--- config.mk ---
export PLATFORM = sky130hd
export DESIGN_NAME = lsu_queue_flat
export DESIGN_NICKNAME = d
export VERILOG_FILES = /design/src/rtl/lsu_queue_if.sv /design/src/rtl/lsu_queue.sv /design/src/flat_wrapper.sv
export SDC_FILE = /design/constraint.sdc
export NUM_CORES = 2
export LEC_CHECK = 0
export CAP_MARGIN = 0
export CORE_MARGIN = 5
export CORE_UTILIZATION = 35
export CTS_CLUSTER_DIAMETER = 150
export CTS_CLUSTER_SIZE = 12
export DETAILED_ROUTE_END_ITERATION = 10
export PLACE_DENSITY = 0.51
export SLEW_MARGIN = 40
export SYNTH_ARGS = -nofsm -noshare
export SYNTH_HDL_FRONTEND = slang
export SYNTH_SLANG_ARGS = --single-unit
--- constraint.sdc ---
create_clock -name clk -period 31.8 [get_ports clk]
set_input_delay 3.18 -clock clk [delete_from_list [all_inputs] [get_ports clk]]
set_output_delay 3.18 -clock clk [all_outputs]
set_load 0.02 [all_outputs]
--- src/rtl/lsu_queue_if.sv ---
// Data-cache request/response bus between lsu_queue (master) and the dcache (slave).
interface lsu_queue_if;
    logic        d_req;
    logic        d_ready;
    logic [31:0] d_addr;
    logic [3:0]  d_rmask;
    logic [3:0]  d_wmask;
    logic [31:0] d_wdata;
    logic        d_resp;
    logic [31:0] d_rdata;

    modport master (
        output d_req, d_addr, d_rmask, d_wmask, d_wdata,
        input  d_ready, d_resp, d_rdata
    );

    modport slave (
        input  d_req, d_addr, d_rmask, d_wmask, d_wdata,
        output d_ready, d_resp, d_rdata
    );
endinterface

--- src/rtl/lsu_queue.sv ---
// In-order load/store queue issuing one head entry at a time to the dcache.
// Optional mispredict flush (and DRAIN state) enabled by defining LSU_QUEUE_FLUSH_EN.
module lsu_queue #(
    parameter int  DEPTH  = 8,
    parameter int  ROB_W  = 5,
    parameter int  PREG_W = 6,
    parameter int  AREG_W = 5,
    localparam int IDX_W  = $clog2(DEPTH),
    localparam int CNT_W  = IDX_W + 1
) (
    input  logic              clk,
    input  logic              rst,
`ifdef LSU_QUEUE_FLUSH_EN
    input  logic              flush,
`endif
    input  logic              enq_valid,
    output logic              enq_ready,
    input  logic              enq_is_store,
    input  logic [2:0]        enq_funct3,
    input  logic [PREG_W-1:0] enq_pd,
    input  logic [AREG_W-1:0] enq_rd,
    input  logic [ROB_W-1:0]  enq_rob,
    output logic [IDX_W-1:0]  enq_idx,
    input  logic              agu_valid,
    input  logic [IDX_W-1:0]  agu_idx,
    input  logic [31:0]       agu_addr,
    input  logic [31:0]       agu_wdata,
    input  logic [ROB_W-1:0]  rob_head,
    input  logic              rob_head_valid,
    lsu_queue_if.master       dbus,
    output logic              wb_valid,
    output logic              wb_is_store,
    output logic [ROB_W-1:0]  wb_rob,
    output logic [PREG_W-1:0] wb_pd,
    output logic [AREG_W-1:0] wb_rd,
    output logic [31:0]       wb_data,
    output logic [CNT_W-1:0]  count,
    output logic              empty
);

    typedef enum logic [1:0] {
        ST_IDLE  = 2'd0,
        ST_REQ   = 2'd1,
        ST_WAIT  = 2'd2
`ifdef LSU_QUEUE_FLUSH_EN
        , ST_DRAIN = 2'd3
`endif
    } state_t;

    // Byte lanes touched by an access of size code sz at byte offset ofs (4-bit truncated).
    function automatic logic [3:0] lane_mask(input logic [1:0] sz, input logic [1:0] ofs);
        case (sz)
            2'b00:   lane_mask = 4'b0001 << ofs;
            2'b01:   lane_mask = 4'b0011 << ofs;
            2'b10:   lane_mask = 4'b1111;
            default: lane_mask = 4'b0000;
        endcase
    endfunction

    function automatic logic [31:0] store_lanes(input logic [1:0] sz, input logic [31:0] wd);
        case (sz)
            2'b00:   store_lanes = {4{wd[7:0]}};
            2'b01:   store_lanes = {2{wd[15:0]}};
            default: store_lanes = wd;
        endcase
    endfunction

    function automatic logic [31:0] load_ext(input logic [2:0] f3, input logic [1:0] ofs,
                                             input logic [31:0] rdata);
        logic [15:0] lane;
        lane = 16'(rdata >> {ofs, 3'b000});
        case (f3)
            3'b000:  load_ext = {{24{lane[7]}}, lane[7:0]};
            3'b001:  load_ext = {{16{lane[15]}}, lane[15:0]};
            3'b010:  load_ext = rdata;
            3'b100:  load_ext = {24'h00_0000, lane[7:0]};
            3'b101:  load_ext = {16'h0000, lane[15:0]};
            default: load_ext = 32'h0000_0000;
        endcase
    endfunction

    logic [DEPTH-1:0]  ent_valid_r;
    logic [DEPTH-1:0]  ent_addr_rdy_r;
    logic [DEPTH-1:0]  ent_is_store_r;
    logic [2:0]        ent_funct3_r [DEPTH];
    logic [PREG_W-1:0] ent_pd_r     [DEPTH];
    logic [AREG_W-1:0] ent_rd_r     [DEPTH];
    logic [ROB_W-1:0]  ent_rob_r    [DEPTH];
    logic [31:0]       ent_addr_r   [DEPTH];
    logic [31:0]       ent_wdata_r  [DEPTH];

    logic [IDX_W-1:0]  head_r, tail_r;
    logic [CNT_W-1:0]  count_r, count_nx_s;
    logic              enq_ready_r, empty_r;
    state_t            state_r, state_nx_s;
    logic              d_req_r;
    logic [31:0]       d_addr_r, d_wdata_r;
    logic [3:0]        d_rmask_r, d_wmask_r;
    logic              wb_valid_r, wb_is_store_r;
    logic [ROB_W-1:0]  wb_rob_r;
    logic [PREG_W-1:0] wb_pd_r;
    logic [AREG_W-1:0] wb_rd_r;
    logic [31:0]       wb_data_r;

    logic flush_s, head_elig_s, enq_fire_s, deq_s;

`ifdef LSU_QUEUE_FLUSH_EN
    assign flush_s = flush;
`else
    assign flush_s = 1'b0;
`endif

    assign head_elig_s = ent_valid_r[head_r] && ent_addr_rdy_r[head_r] &&
                         (!ent_is_store_r[head_r] ||
                          (rob_head_valid && (rob_head == ent_rob_r[head_r])));
    assign enq_fire_s  = enq_valid && enq_ready_r && !flush_s;

    // Issue FSM next state; deq_s marks a completing access that retires the head.
    always_comb begin
        state_nx_s = state_r;
        deq_s      = 1'b0;
        case (state_r)
            ST_IDLE: begin
                if (!flush_s && head_elig_s) state_nx_s = ST_REQ;
                else                         state_nx_s = ST_IDLE;
            end
            ST_REQ: begin
                if (flush_s)           state_nx_s = ST_IDLE;
                else if (dbus.d_ready) state_nx_s = ST_WAIT;
                else                   state_nx_s = ST_REQ;
            end
            ST_WAIT: begin
                // A response coinciding with flush is simply dropped: nothing left to drain.
                if (dbus.d_resp) begin
                    state_nx_s = ST_IDLE;
                    deq_s      = !flush_s;
                end else begin
`ifdef LSU_QUEUE_FLUSH_EN
                    if (flush_s) state_nx_s = ST_DRAIN;
                    else         state_nx_s = ST_WAIT;
`else
                    state_nx_s = ST_WAIT;
`endif
                end
            end
`ifdef LSU_QUEUE_FLUSH_EN
            ST_DRAIN: begin
                if (dbus.d_resp) state_nx_s = ST_IDLE;
                else             state_nx_s = ST_DRAIN;
            end
`endif
            default: state_nx_s = ST_IDLE;
        endcase
    end

    // Occupancy for the next cycle.
    always_comb begin
        count_nx_s = count_r;
        if (flush_s)                  count_nx_s = {CNT_W{1'b0}};
        else if (enq_fire_s && !deq_s) count_nx_s = count_r + CNT_W'(1);
        else if (!enq_fire_s && deq_s) count_nx_s = count_r - CNT_W'(1);
        else                          count_nx_s = count_r;
    end

    // Queue storage, pointers and occupancy flags.
    always_ff @(posedge clk or posedge rst) begin
        if (rst) begin
            ent_valid_r    <= {DEPTH{1'b0}};
            ent_addr_rdy_r <= {DEPTH{1'b0}};
            ent_is_store_r <= {DEPTH{1'b0}};
            for (int i = 0; i < DEPTH; i++) begin
                ent_funct3_r[i] <= 3'b000;
                ent_pd_r[i]     <= {PREG_W{1'b0}};
                ent_rd_r[i]     <= {AREG_W{1'b0}};
                ent_rob_r[i]    <= {ROB_W{1'b0}};
                ent_addr_r[i]   <= 32'h0000_0000;
                ent_wdata_r[i]  <= 32'h0000_0000;
            end
            head_r      <= {IDX_W{1'b0}};
            tail_r      <= {IDX_W{1'b0}};
            count_r     <= {CNT_W{1'b0}};
            enq_ready_r <= 1'b1;
            empty_r     <= 1'b1;
        end else begin
            count_r     <= count_nx_s;
            enq_ready_r <= (count_nx_s != CNT_W'(DEPTH));
            empty_r     <= (count_nx_s == {CNT_W{1'b0}});
            if (flush_s) begin
                ent_valid_r <= {DEPTH{1'b0}};
                head_r      <= {IDX_W{1'b0}};
                tail_r      <= {IDX_W{1'b0}};
            end else begin
                if (enq_fire_s) begin
                    ent_valid_r[tail_r]    <= 1'b1;
                    ent_addr_rdy_r[tail_r] <= 1'b0;
                    ent_is_store_r[tail_r] <= enq_is_store;
                    ent_funct3_r[tail_r]   <= enq_funct3;
                    ent_pd_r[tail_r]       <= enq_pd;
                    ent_rd_r[tail_r]       <= enq_rd;
                    ent_rob_r[tail_r]      <= enq_rob;
                    tail_r                 <= tail_r + IDX_W'(1);
                end
                if (agu_valid && ent_valid_r[agu_idx]) begin
                    ent_addr_rdy_r[agu_idx] <= 1'b1;
                    ent_addr_r[agu_idx]     <= agu_addr;
                    ent_wdata_r[agu_idx]    <= agu_wdata;
                end
                if (deq_s) begin
                    ent_valid_r[head_r] <= 1'b0;
                    head_r              <= head_r + IDX_W'(1);
                end
            end
        end
    end

    // FSM state and registered dcache request, captured once when the head is launched.
    always_ff @(posedge clk or posedge rst) begin
        if (rst) begin
            state_r   <= ST_IDLE;
            d_req_r   <= 1'b0;
            d_addr_r  <= 32'h0000_0000;
            d_rmask_r <= 4'b0000;
            d_wmask_r <= 4'b0000;
            d_wdata_r <= 32'h0000_0000;
        end else begin
            state_r <= state_nx_s;
            d_req_r <= (state_nx_s == ST_REQ);
            if ((state_r == ST_IDLE) && (state_nx_s == ST_REQ)) begin
                d_addr_r <= {ent_addr_r[head_r][31:2], 2'b00};
                if (ent_is_store_r[head_r]) begin
                    d_rmask_r <= 4'b0000;
                    d_wmask_r <= lane_mask(ent_funct3_r[head_r][1:0], ent_addr_r[head_r][1:0]);
                    d_wdata_r <= store_lanes(ent_funct3_r[head_r][1:0], ent_wdata_r[head_r]);
                end else begin
                    d_rmask_r <= lane_mask(ent_funct3_r[head_r][1:0], ent_addr_r[head_r][1:0]);
                    d_wmask_r <= 4'b0000;
                    d_wdata_r <= 32'h0000_0000;
                end
            end
        end
    end

    // Writeback: one-cycle pulse after the completing response.
    always_ff @(posedge clk or posedge rst) begin
        if (rst) begin
            wb_valid_r    <= 1'b0;
            wb_is_store_r <= 1'b0;
            wb_rob_r      <= {ROB_W{1'b0}};
            wb_pd_r       <= {PREG_W{1'b0}};
            wb_rd_r       <= {AREG_W{1'b0}};
            wb_data_r     <= 32'h0000_0000;
        end else begin
            wb_valid_r <= deq_s;
            if (deq_s) begin
                wb_is_store_r <= ent_is_store_r[head_r];
                wb_rob_r      <= ent_rob_r[head_r];
                wb_pd_r       <= ent_pd_r[head_r];
                if (ent_is_store_r[head_r]) begin
                    wb_rd_r   <= {AREG_W{1'b0}};
                    wb_data_r <= 32'h0000_0000;
                end else begin
                    wb_rd_r   <= ent_rd_r[head_r];
                    wb_data_r <= load_ext(ent_funct3_r[head_r], ent_addr_r[head_r][1:0],
                                          dbus.d_rdata);
                end
            end
        end
    end

    assign enq_ready    = enq_ready_r;
    assign enq_idx      = tail_r;
    assign count        = count_r;
    assign empty        = empty_r;
    assign dbus.d_req   = d_req_r;
    assign dbus.d_addr  = d_addr_r;
    assign dbus.d_rmask = d_rmask_r;
    assign dbus.d_wmask = d_wmask_r;
    assign dbus.d_wdata = d_wdata_r;
    assign wb_valid     = wb_valid_r;
    assign wb_is_store  = wb_is_store_r;
    assign wb_rob       = wb_rob_r;
    assign wb_pd        = wb_pd_r;
    assign wb_rd        = wb_rd_r;
    assign wb_data      = wb_data_r;

endmodule

--- src/flat_wrapper.sv ---
// flat-port wrapper written by rule: the top's interface ports become plain ports
module lsu_queue_flat 
#(
    parameter int  DEPTH  = 8,
    parameter int  ROB_W  = 5,
    parameter int  PREG_W = 6,
    parameter int  AREG_W = 5,
    localparam int IDX_W  = $clog2(DEPTH),
    localparam int CNT_W  = IDX_W + 1
)
  (clk, rst, enq_valid, enq_ready, enq_is_store, enq_funct3, enq_pd, enq_rd, enq_rob, enq_idx, agu_valid, agu_idx, agu_addr, agu_wdata, rob_head, rob_head_valid, wb_valid, wb_is_store, wb_rob, wb_pd, wb_rd, wb_data, count, empty, dbus_d_req, dbus_d_addr, dbus_d_rmask, dbus_d_wmask, dbus_d_wdata, dbus_d_ready, dbus_d_resp, dbus_d_rdata);
  lsu_queue_if dbus_i ();
  input  logic clk;
  input  logic rst;
  input  logic enq_valid;
  output logic enq_ready;
  input  logic enq_is_store;
  input  logic [2:0] enq_funct3;
  input  logic [PREG_W-1:0] enq_pd;
  input  logic [AREG_W-1:0] enq_rd;
  input  logic [ROB_W-1:0] enq_rob;
  output logic [IDX_W-1:0] enq_idx;
  input  logic agu_valid;
  input  logic [IDX_W-1:0] agu_idx;
  input  logic [31:0] agu_addr;
  input  logic [31:0] agu_wdata;
  input  logic [ROB_W-1:0] rob_head;
  input  logic rob_head_valid;
  output logic wb_valid;
  output logic wb_is_store;
  output logic [ROB_W-1:0] wb_rob;
  output logic [PREG_W-1:0] wb_pd;
  output logic [AREG_W-1:0] wb_rd;
  output logic [31:0] wb_data;
  output logic [CNT_W-1:0] count;
  output logic empty;
  output wire logic [$bits(dbus_i.d_req)-1:0] dbus_d_req;
  output wire logic [$bits(dbus_i.d_addr)-1:0] dbus_d_addr;
  output wire logic [$bits(dbus_i.d_rmask)-1:0] dbus_d_rmask;
  output wire logic [$bits(dbus_i.d_wmask)-1:0] dbus_d_wmask;
  output wire logic [$bits(dbus_i.d_wdata)-1:0] dbus_d_wdata;
  input wire logic [$bits(dbus_i.d_ready)-1:0] dbus_d_ready;
  input wire logic [$bits(dbus_i.d_resp)-1:0] dbus_d_resp;
  input wire logic [$bits(dbus_i.d_rdata)-1:0] dbus_d_rdata;
  assign dbus_d_req = dbus_i.d_req;
  assign dbus_d_addr = dbus_i.d_addr;
  assign dbus_d_rmask = dbus_i.d_rmask;
  assign dbus_d_wmask = dbus_i.d_wmask;
  assign dbus_d_wdata = dbus_i.d_wdata;
  assign dbus_i.d_ready = dbus_d_ready;
  assign dbus_i.d_resp = dbus_d_resp;
  assign dbus_i.d_rdata = dbus_d_rdata;
  lsu_queue #(.DEPTH(DEPTH), .ROB_W(ROB_W), .PREG_W(PREG_W), .AREG_W(AREG_W)) u_core (.clk(clk), .rst(rst), .enq_valid(enq_valid), .enq_ready(enq_ready), .enq_is_store(enq_is_store), .enq_funct3(enq_funct3), .enq_pd(enq_pd), .enq_rd(enq_rd), .enq_rob(enq_rob), .enq_idx(enq_idx), .agu_valid(agu_valid), .agu_idx(agu_idx), .agu_addr(agu_addr), .agu_wdata(agu_wdata), .rob_head(rob_head), .rob_head_valid(rob_head_valid), .dbus(dbus_i), .wb_valid(wb_valid), .wb_is_store(wb_is_store), .wb_rob(wb_rob), .wb_pd(wb_pd), .wb_rd(wb_rd), .wb_data(wb_data), .count(count), .empty(empty));
endmodule
# ---- After elaboration in Yosys (flattened, before gate mapping)
# Cells that the tools add are included.
dict set report totals {
  out_inout_bits 132
  input_bits 131
  regBits 823
  word_cells 194
}
dict set report op_classes {
  n_lt_le_gt_ge 11
  n_bitwise 9
  shifts 3
  n_reduce_logical 21
  eq_ne 11
  muxes 67
  addsub 4
}
# operator n
set op_table {}
lappend op_table {{$bwmux W256} 2}
lappend op_table {{$mux W32} 7}
lappend op_table {{$bmux W32 S3} 2}
lappend op_table {{$pmux W32 S5} 1}
lappend op_table {{$demux W32 S3} 1}
lappend op_table {{$bwmux W40} 2}
lappend op_table {{$pmux W32 S2} 1}
lappend op_table {{$bwmux W48} 1}
lappend op_table {{$mux W8} 4}
lappend op_table {{$shr A32 B5 Y16} 1}
lappend op_table {{$bmux W5 S3} 2}
lappend op_table {{$mux W5} 6}
lappend op_table {{$bwmux W24} 1}
lappend op_table {{$bmux W6 S3} 1}
lappend op_table {{$demux W6 S3} 1}
lappend op_table {{$mux W6} 3}
lappend op_table {{$and A8 B8 Y8} 2}
lappend op_table {{$mux W4} 4}
lappend op_table {{$not A8 Y8} 2}
lappend op_table {{$or A8 B8 Y8} 2}
lappend op_table {{$demux W5 S3} 1}
lappend op_table {{$logic_and A1 B1 Y1} 13}
lappend op_table {{$bmux W1 S3} 4}
lappend op_table {{$ge A4 B4 Y1 const B} 3}
lappend op_table {{30 further kinds} 59}

# ---- Longest topological paths before layout
dict set report depth {
  word_depth 12
  depth_mapped 12
  ltp_nobuf 8
}

# ---- Least setup slack after synthesis
# OpenSTA, ideal clock, no wires.
dict set report synth_path {
  path_type {input to register}
  startpoint {in enq_valid}
  endpoint {reg u_core.ent_pd_r[43] (netlist bit)}
  setup_time_ps 125
  required_ps 31675
  path_slack_ps 27066
  t_arrival_ps 4610
  n_path_buf 2
  stages 6
  path_cell_list {nand2_1 > or2_2 > or3_1 > clkbuf_1 > buf_1 > mux2_2}
}
dict set report synth_between {
  elab_chain_len 1
}
# element line
set synth_rtl {}
lappend synth_rtl {{start: declaration} flat_wrapper.sv:15} ;# input logic enq_valid;
lappend synth_rtl {{$logic_and A1 B1 Y1} lsu_queue.sv:116} ;# assign enq_fire_s = enq_valid && enq_ready_r && !flush_s;
lappend synth_rtl {{end signal: indexed assignment} lsu_queue.sv:173} ;# ent_pd_r[i] <= {PREG_W{1'b0}};
lappend synth_rtl {{end signal: indexed assignment} lsu_queue.sv:198} ;# ent_pd_r[tail_r] <= enq_pd;
lappend synth_rtl {{end: declaration} lsu_queue.sv:86} ;# logic [PREG_W-1:0] ent_pd_r [DEPTH];
# Every way passes these cells.
# A chain may end at the register's enable or synchronous reset.

# ---- Worst setup path in the final report
dict set report layout_path {
  startpoint {in dbus_d_resp}
  endpoint {reg u_core.empty_r (netlist: u_core.empty)}
}
dict set report layout_between {
  elab_chain_len 6
  word_cells_on_any_way 8
  cone_classes {4 x mux; 4 x reduce/logical}
}
# element line
set layout_rtl {}
lappend layout_rtl {{start: declaration} flat_wrapper.sv:43} ;# input wire logic [$bits(dbus_i.d_resp)-1:0] dbus_d_resp;
lappend layout_rtl {{$mux W1 (*)} lsu_queue.sv:134} ;# if (dbus.d_resp) begin
lappend layout_rtl {{$mux W1 (*)} lsu_queue.sv:122} ;# case (state_r)
lappend layout_rtl {{net u_core.deq_s} lsu_queue.sv:105} ;# logic flush_s, head_elig_s, enq_fire_s, deq_s;
lappend layout_rtl {{$logic_and A1 B1 Y1 or $logic_not A1 Y1 (tied branches)} {lsu_queue.sv:161, lsu_queue.sv:160}}
lappend layout_rtl {{$mux W4 or $logic_and A1 B1 Y1 (tied branches)} {lsu_queue.sv:161, lsu_queue.sv:160}}
lappend layout_rtl {{$mux W4 (*)} lsu_queue.sv:160} ;# else if (enq_fire_s && !deq_s) count_nx_s = count_r + CNT_W'(1);
lappend layout_rtl {{net u_core.count_nx_s[3]} lsu_queue.sv:93} ;# logic [CNT_W-1:0] count_r, count_nx_s;
lappend layout_rtl {{$logic_not A4 Y1 (*)} lsu_queue.sv:187} ;# empty_r <= (count_nx_s == {CNT_W{1'b0}});
lappend layout_rtl {{end signal: assignment} lsu_queue.sv:187}
lappend layout_rtl {{end: declaration} lsu_queue.sv:94} ;# logic enq_ready_r, empty_r;
# The timed path passes the listed nets; every way through them passes the cells marked *.

==> metrics.cfg <==
[outcome]
status = completed

[finish]
drive_above_1_share_pct = 37.88
area_growth_pct = 17.59
fin_nets = 2806
utilization_pct = 41.53
layout.cells.non_filler = 4074
fillers = 9433

[routing]
wl_per_cell_um = 24.99
vias = 21630
first_pass_iters = 4
ant_nets = 0
routed_via_density = 5.309
drt-total-wl_um = 101800
drtIter0Drc = 1224
drc = 0

[worst_setup_path]
arrival_ns = 6.22
worstPathMaxFanout = 39
cp-end-kind = flip-flop
critical_path_required_ns = 32.32
crit_type = primary input to flip-flop
critPathLaunchType = primary input

[sta]
fin_crit_ns = 5.701
rsz0062_at_grt = false
skew_ns = 0.02280
slew_violations = 0
setup_viol = 0
final.setup.tns_ns = 0
hold_viol_final = 0
hold_slack_ns = 0.4765
slew_headroom_pct = 44.37
clock.fmax_mhz = 175.4
fin_crit_sh_pct = 17.93
tightest_slew_ns = 0.8345

[logic_synthesis]
seq_area_frac_synth_pct = 56.27
synthArstFlopShare_pct = 100.0
ys_ff_latch = 823
mappedNetlistArea_um2 = 36600
synth.distinct_cells = 60
avgSynthCellArea_um2 = 14.93
syn_inst = 2452
yosysWarnings = 0
synth-edff-count = 0
synth_ff_type = dfrtp_1

[floorplanning]
floorplan.die.height_um = 333.4
die_w_um = 333.4
die_area_um2 = 111100
core_area_um2 = 103600
initial_core_util_pct = 35.32
num_rows = 118
ios = 263

[cts]
cts_tree = done
cts_sinks = 823
cts-resized-gates = 0
cts_root_buffer = clkbuf_16
insertion_delay_ns = 0.65
path_clk_slew_ns = 0.06
cts_setup_buffers = 0
cts_htree_levels = 3
hold_buffers = 0
cts_inserted_buffers = 78
cts_max_path_buffers = 3

[placed_design]
placedCellCount = 3969
io_buffers = 260
dp_hpwl_um = 63180
place.gp.congestion = 0.7987

[job]
drv_cap = 0

[global_routing]
grt_max_degree = 129
globalRouteOverflowTotal = 0
grt_usage_pct = 18.28
grt_pass1_wl_um = 156400
grt_pass1_vias = 24100
antenna_found_initial = 13

[power_and_ir_drop]
powerDensity_nw_per_um2 = 105.9
ir_drop_v = 0.00006918
p_leak_nw = 17.93

[hold_path]
hold_path_class = flip-flop to flip-flop

==> final timing paths <==
path | from | slack [ns] | endpoint | cells past startpoint
worst max-delay path | dbus_d_resp | 26.10 | u_core.empty | 10
worst min-delay path | u_core.wb_rob[0] | 0.48 | u_core.wb_rob[0] | 2
worst max register to register | u_core.head_r[0] | 27.25 | u_core.wb_data[22] | 7
worst min register to register | u_core.wb_rob[0] | 0.48 | u_core.wb_rob[0] | 2
max in group asynchronous | rst | 26.26 | u_core.ent_addr_r[236] | 5
min in group asynchronous | rst | 3.08 | u_core.wb_pd[3] | 2
==> cell usage after synthesis, types with 3 or more instances <==
master / count / area share (%)
a21oi_1: 14 / 0.19
o22ai_1: 3 / 0.051
o22a_1: 4 / 0.096
nand4_1: 4 / 0.068
xnor2_1: 10 / 0.24
buf_2: 35 / 0.48
o32a_1: 3 / 0.082
o21ai_1: 3 / 0.041
nor4_1: 3 / 0.051
nor2_1: 23 / 0.24
dfrtp_1: 821 / 56
nand2b_1: 8 / 0.14
mux2_2: 689 / 21
a31oi_1: 10 / 0.17
clkbuf_1: 101 / 1.0
a221o_1: 16 / 0.44
nor2b_1: 6 / 0.10
buf_6: 5 / 0.15
inv_1: 12 / 0.12
nand2_1: 180 / 1.8
a22oi_1: 8 / 0.16
o21ai_0: 101 / 1.4
or3_1: 4 / 0.068
o211ai_1: 22 / 0.45
ha_1: 4 / 0.14
buf_1: 18 / 0.18
a21o_1: 8 / 0.16
o31ai_1: 11 / 0.23
mux2i_1: 88 / 2.4
mux4_2: 166 / 10
buf_4: 7 / 0.14
nand3_1: 21 / 0.29
o2bb2ai_1: 8 / 0.19
==> layer usage <==
layer  GRT usage (%)  vias up  wire length [µm]
li1                -     9477                 -
met4           4.376        8              1931
met3           4.100      130              5026
met2           30.33      385             49540
met1           24.65    11630             45270
met5               0        -                50
==> layout make-up <==
cell class	count	area (µm²)	area share [%]
antenna	9	22.52	0.05233
clock buffer	87	2007	4.663
clock inverter	7	97.59	0.2268
inverter	14	65.06	0.1512
multi-input combinational	1450	15340	35.64
sequential	823	20610	47.88
tap	1380	1727	4.012
timing repair buffer	304	3172	7.369
==> registers in the layout, summed over array words and instances, names as in the netlist, 6 cells and up <==
| name | count |
|---|---|
| u_core.dbus.d_addr | 30 |
| u_core.ent_funct3_r | 24 |
| u_core.wb_pd | 6 |
| u_core.ent_wdata_r | 256 |
| u_core.ent_pd_r | 48 |
| u_core.ent_valid_r | 8 |
| u_core.ent_addr_r | 256 |
| u_core.ent_addr_rdy_r | 8 |
| u_core.wb_data | 32 |
| u_core.ent_rd_r | 40 |
| u_core.ent_rob_r | 40 |
| u_core.dbus.d_wdata | 32 |
| u_core.ent_is_store_r | 8 |
==> per-stage QoR <==
stage / instance area (µm²) / setup WS [ns] / power [mW]
detailed placement: 40840 / 24.97 / 3.750
global route: 43030 / 25.77 / 4.852
floorplan: 36610 / 5.506 / 3.093
CTS: 42940 / 25.66 / 4.619
finish: 43040 / 26.10 / 4.557
global placement: 40610 / 24.77 / 3.658
==> power by group <==
part	switching, mW	internal [mW]	total (mW)
clock network	0.400	0.447	0.847
logic	0.956	0.969	1.93
registers	0.269	1.52	1.79
total	1.63	2.93	4.56
==> cell families after synthesis <==
family,after synthesis,synth area share (%)
muxes,946,33.98
DFF,823,56.27
and+or+nand+nor,263,3.148
AOI/OAI and AO/OA,223,4.027
buffers and inverters,180,2.140
xor gates and xnor gates,12,0.2871
adders and majority gates,4,0.1367
other,1,0.01025
==> cell usage in the layout, fill, tap and decap left out, drive strengths merged, types with 4 or more instances in the layout <==
cell type	netlist	routed
mux2	689	689
diode	0	9
clkinv	2	4
dfrtp	821	821
a21oi	15	15
o2bb2ai	8	8
nor2	23	23
o22ai	4	4
nor4	4	4
nand2b	8	8
a21o	8	8
nand3	21	21
ha	4	4
a31oi	10	10
clkbuf	101	88
nand4	4	4
a221o	16	16
clkdlybuf4s50	0	260
xnor2	10	10
a22oi	8	8
nand2	180	180
inv	12	16
o211ai	22	22
o22a	4	4
mux2i	91	91
nor2b	6	6
mux4	166	166
buf	65	43
or3	4	4
o21ai	104	104
o31ai	11	11
==> critical path: stages <==
cell and delay [ns]:
clkdlybuf4s50_1 0.43, inv_1 0.07, or2_4 0.45, buf_4 0.50, clkinv_1 0.53, nand2_1 0.27
nor4_1 0.07, a41oi_1 0.20, xnor2_1 0.14, nor4_1 0.36
Note: power is estimated with default switching activity, not from simulation.
